===== src/rtl/ibuf_predecode.sv =====
// Instruction buffer between fetch and decode. Each entry is tagged as a control
// transfer on write, and a branch is only offered together with its delay slot.
module ibuf_predecode #(
    parameter int unsigned DEPTH  = 8,
    parameter int unsigned PUSH_W = 2,
    parameter int unsigned CW     = $clog2(DEPTH) + 1
) (
    input  logic                  clk,
    input  logic                  rst,
    input  logic [1:0]            in_cnt,
    input  logic [32*PUSH_W-1:0]  in_pc,
    input  logic [32*PUSH_W-1:0]  in_inst,
    output logic                  in_ready,
    output logic                  out_valid,
    input  logic                  out_ready,
    output logic [31:0]           out_pc,
    output logic [31:0]           out_inst,
    output logic                  out_branch,
    output logic                  out_ds,
    input  logic                  flush,
    input  logic                  flush_keep_ds,
    output logic [CW-1:0]         count
);

    localparam int unsigned AW = $clog2(DEPTH);

    logic [31:0]   mem_pc   [DEPTH];
    logic [31:0]   mem_inst [DEPTH];
    logic          mem_br   [DEPTH];

    logic [AW-1:0] rp, wp, rp_n, wp_n;
    logic [CW-1:0] count_q, count_n;
    logic          ds_pending, ds_pending_n;

    logic [1:0]    eff_cnt;
    logic [CW-1:0] push_n;
    logic          do_push;
    logic          pop;
    logic          head_br;

    // Control-transfer pre-decode: J/JAL/Bxx, REGIMM branches, JR/JALR.
    function automatic logic is_branch(input logic [5:0] op, input logic [4:0] rt,
                                       input logic [5:0] fn);
        logic br;
        br = 1'b0;
        case (op)
            6'd2, 6'd3, 6'd4, 6'd5, 6'd6, 6'd7: br = 1'b1;
            6'd1: br = (rt == 5'd0) || (rt == 5'd1) || (rt == 5'd16) || (rt == 5'd17);
            6'd0: br = (fn == 6'd8) || (fn == 6'd9);
            default: br = 1'b0;
        endcase
        return br;
    endfunction

    // Outputs depend on registered state only.
    assign head_br    = mem_br[rp];
    assign count      = count_q;
    assign in_ready   = (count_q <= CW'(DEPTH - PUSH_W));
    assign out_valid  = (count_q != '0) && !(head_br && (count_q < CW'(2)));
    assign out_pc     = mem_pc[rp];
    assign out_inst   = mem_inst[rp];
    assign out_branch = out_valid && head_br;
    assign out_ds     = out_valid && ds_pending;

    assign eff_cnt = (32'(in_cnt) > PUSH_W) ? 2'(PUSH_W) : in_cnt;
    assign do_push = in_ready && !flush && (eff_cnt != 2'd0);
    assign push_n  = do_push ? CW'(eff_cnt) : '0;
    assign pop     = out_valid && out_ready;

    // Next pointers/occupancy; flush overrides push and may retain one delay slot.
    always_comb begin
        rp_n         = rp + AW'(pop);
        wp_n         = wp + AW'(push_n);
        count_n      = count_q + push_n - CW'(pop);
        ds_pending_n = pop ? head_br : ds_pending;
        if (flush) begin
            if (flush_keep_ds && pop && head_br) begin
                rp_n         = rp + AW'(1);
                wp_n         = rp + AW'(2);
                count_n      = CW'(1);
                ds_pending_n = 1'b1;
            end else if (flush_keep_ds && !pop && ds_pending) begin
                rp_n         = rp;
                wp_n         = rp + AW'(1);
                count_n      = CW'(1);
                ds_pending_n = 1'b1;
            end else begin
                rp_n         = wp;
                wp_n         = wp;
                count_n      = '0;
                ds_pending_n = 1'b0;
            end
        end
    end

    always_ff @(posedge clk or posedge rst) begin
        if (rst) begin
            rp         <= '0;
            wp         <= '0;
            count_q    <= '0;
            ds_pending <= 1'b0;
        end else begin
            rp         <= rp_n;
            wp         <= wp_n;
            count_q    <= count_n;
            ds_pending <= ds_pending_n;
        end
    end

    // Storage array carries no reset; slot 0 lands at wp, slot 1 at wp+1.
    always_ff @(posedge clk) begin
        for (int i = 0; i < int'(PUSH_W); i++) begin
            if (do_push && (i < int'(eff_cnt))) begin
                mem_pc[wp + AW'(i)]   <= in_pc[32*i +: 32];
                mem_inst[wp + AW'(i)] <= in_inst[32*i +: 32];
                mem_br[wp + AW'(i)]   <= is_branch(in_inst[32*i+26 +: 6],
                                                   in_inst[32*i+16 +: 5],
                                                   in_inst[32*i +: 6]);
            end
        end
    end

endmodule


===== config.mk =====
export PLATFORM = sky130hd
export DESIGN_NAME = ibuf_predecode
export DESIGN_NICKNAME = d
export VERILOG_FILES = /design/src/rtl/ibuf_predecode.sv
export SDC_FILE = /design/constraint.sdc
export NUM_CORES = 1
export LEC_CHECK = 0
export CORE_ASPECT_RATIO = 0.75
export CORE_MARGIN = 2
export CORE_UTILIZATION = 64
export DETAILED_ROUTE_END_ITERATION = 16
export PLACE_DENSITY = 0.86
export SYNTH_ARGS = -nofsm -noshare
export SYNTH_HDL_FRONTEND = slang
export SYNTH_SLANG_ARGS = --single-unit

===== constraint.sdc =====
create_clock -name clk -period 11.26 [get_ports clk]
set_input_delay 1.126 -clock clk [delete_from_list [all_inputs] [get_ports clk]]
set_output_delay 1.126 -clock clk [all_outputs]
set_load 0.005 [all_outputs]

==> summary.md <==
| Metric | Value |
|---|---|
| Outcome | complete, no violations |
| Port buffer count | 206 |
| Initial antenna violation count | 3 |
| Post-synth ARST share | 0.0207 |
| Slowest stage cell, crit path | buf_4 |
| Sequential fraction of the synthesis area | 0.581 |
| Hold Vio Cnt, Final | 0 |
| Worst skew pair latency | 0.60 ns |
| Final min period | 5.74 ns |
| CTS max path bufs | 3 |
| Worst Path Max Fanout | 68 |
| Multiplexer area fraction after synthesis | 0.354 |
| Placed cell areas | 29700 µm² |
| Number of synthesized flops with an enable pin | 520 |
| Hold path start | ds_pending |
| Max VDD drop | 0.136 mV |
| First-pass GRT wire length | 97600 µm |
| Clock Tree Root | clkbuf_16 |
| Placer Congestion | 0.894 |
| R2R setup slack | 6.39 ns |
| Crit. End Element | primary output |
| Fmax | 174 MHz |
| CP top delay family | buffers and inverters |
| DIE AREA | 44400 µm² |
| Clock skew after layout | 0.0128 ns |
| Synthesized-area fraction occupied by adder cells | 0.00696 |
| Die Y | 183 µm |
| Top_reg_cell synth | edfxtp_1 |
| Seq cells post-synth | 531 |
| Leak pwr | 10.4 nW |
| Slowest stage delay, CP | 0.91 ns |
| Worst r2r path cells | 13 |
| Slew Viols, Final | 0 |
| Crit-path cells | buf_4, buf_4, nand2_1, or2_2, nand3_1, a21o_1, and2_1, clkdlybuf4s50_1 |
| Grt ovf | 0 |
| DRT iter0 DRCs | 1633 |
| CTS tree | built |
| Total Power | 0.00683 W |
| Max-Cap Viols | 0 |
| Row count | 65 |
| R2R Path End | count[2] |
| Number of global-route vias before repair | 16100 |
| Simple-gate share of the synthesized area | 0.0137 |
| Vias per std cell | 6.64 |
| DR vias | 15200 |
| Average cell area after synthesis | 18.1 µm² |
| Area Growth Syn to Fin | 14.4% |
| Core area | 42100 µm² |
| Final net count | 1827 |
| CP arrival | 4.61 ns |
| Critical Path RT | 10.13 ns |
| Worst Path Buf+Inv | 3 |
| Largest net degree at the start of global routing | 69 |
| Yosys warnings | 0 |
| Multi-input combinational cell area | 10800 µm² |
| FF+latch area | 15900 µm² |
| DRT Wirelength | 63900 µm |
| Crit path launch type | flip-flop |
| Final ANT Viol Nets | 0 |
| Global Route Usage Sum | 0.291 |
| Post-layout util | 0.742 |
| Htree depth | 2 |
| Initial Util | 0.649 |
| Syn_nets | 1657 |
| Hold Path Class | flip-flop to flip-flop |
| Dpl cells | 2194 |
| WL/cell | 27.9 µm |
| Number of post-CTS setup repair buffers | 0 |
| Slew margin rel. | 0.176 |
| Setup TNS | 0 ns |
| RSZ-0062 raised after global routing | false |
| Critical path origin | rp[1] |
| Worst hold path depth | 2 |
| Final instance area | 31300 µm² |
| Complex-gate fraction of the synthesized area | 0.0127 |
| Cts hold-fix bufs | 0 |
| Commonest non-fill, non-tap cell in the layout | edfxtp_1 |
| Detailed Place HPWL | 36000 µm |
| Pre-Repair DR Iteration Count | 5 |
| Tightest Pin Transition | 1.24 ns |
| Most used cell, CP | buf_4 |
| Io pins | 207 |
| Endpoints failing setup | 0 |
| CP Class | flip-flop to primary output |
| Synth Instances | 1508 |
| Die width | 243 µm |
| Power density over the cells | 219 nW/µm² |
| Most frequent cells in the layout | edfxtp_1 (520), mux2_2 (497), clkdlybuf4s50_1 (206) |
| Crit Reg-Reg Startpoint | rp[1] |
| Largest family of logic cells by synthesized area | multiplexers |
| CTS Buf Count | 51 |
| Final period util | 0.510 |
| Fillers | 2510 |
| Share of layout cells above drive strength 1 | 0.465 |
| Synthesized cell area | 27300 µm² |
| Sink Count | 531 |
| Post-Layout Cell Count | 2292 |
| Drt drc | 0 |
| Clk pin slew, worst setup/hold paths | 0.06 ns |
| Xor and xnor area share after synthesis | 0.00192 |
| Hold Path End | ds_pending |
| Post-synthesis cell type count | 54 |
| Post-cts resize count | 0 |
worst min-delay path: cells and delay by family (launching register included):
family           cells  cell delay, ns
AND/OR/NAND/NOR      1            0.06
flip-flops           1            0.43
AO/OA/AOI/OAI        1            0.15
synth_stat cells, types with 5 or more instances:
| master | number | area, µm² |
|---|---|---|
| clkbuf_1 | 24 | 90.1 |
| buf_2 | 31 | 155 |
| dfrtp_1 | 11 | 275 |
| a21oi_1 | 6 | 30.0 |
| mux2i_1 | 7 | 70.1 |
| o21ai_0 | 15 | 75.1 |
| mux2_1 | 27 | 304 |
| nand2b_1 | 5 | 31.3 |
| ha_1 | 12 | 150 |
| and2_1 | 6 | 37.5 |
| inv_1 | 17 | 63.8 |
| mux2_2 | 497 | 5600 |
| mux2_4 | 55 | 826 |
| nand2_1 | 18 | 67.6 |
| mux4_2 | 128 | 2880 |
| buf_6 | 32 | 360 |
| edfxtp_1 | 520 | 15600 |
| buf_1 | 13 | 48.8 |
| nor2_1 | 10 | 37.5 |
| buf_4 | 10 | 75.1 |
per-layer routing:
| metal | vias up | share of wire | GRT usage |
|---|---|---|---|
| li1 | 6489 | - | - |
| met1 | 7920 | 0.41 | 0.402 |
| met2 | 703 | 0.49 | 0.481 |
| met3 | 106 | 0.076 | 0.0505 |
| met4 | 0 | 0.026 | 0.0901 |
| met5 | - | 0 | 0 |
worst max path at each step:
| stage | slack [ns] | depth (start not counted) | endpoint |
|---|---|---|---|
| 2_1_floorplan | 4.15 | 4 | mem_br[0] |
| 3_3_place_gp | 6.05 | 6 | mem_inst[7][9] |
| 3_5_place_dp | 5.93 | 6 | mem_inst[7][11] |
| 4_1_cts | 5.47 | 8 | out_ds |
| 5_1_grt | 5.26 | 8 | out_ds |
| 6_report | 5.52 | 8 | out_ds |
per-stage QoR:
stage,worst slack (ns),hold WS [ns]
finish,5.52,0.683
global route,5.26,0.700
CTS,5.47,0.663
detailed placement,5.93,0.653
global placement,6.05,0.626
floorplan,4.15,0.529
kinds of logic after synthesis:
family | count (synthesis)
flip-flops | 531
XOR/XNOR | 6
AO/OA/AOI/OAI | 48
adder cells (fa/ha/maj) | 14
AND/OR/NAND/NOR | 68
buffers and inverters | 127
multiplexers | 714
power breakdown:
part           leakage [nW]  internal, W  switching (W)  total [W]
registers              4.85      0.00257       0.000154    0.00273
clock network         0.778     0.000918       0.000745    0.00166
logic                  4.79      0.00131        0.00114    0.00244
area by class of cell:
| cell class | count | share of cell area |
|---|---|---|
| sequential | 531 | 0.509 |
| multi-input combinational | 850 | 0.345 |
| timing repair buffer | 227 | 0.0710 |
| clock buffer | 66 | 0.0433 |
| tap | 569 | 0.0228 |
| clock inverter | 29 | 0.00721 |
| inverter | 17 | 0.00204 |
| antenna | 3 | 0.000240 |
state kept, by name, summed over array words and instances, names as in the netlist:
signal,cells
count,4
ds_pending,1
mem_br,8
mem_inst,256
mem_pc,256
rp,3
wp,3
Power figures use the tool's default switching activity.
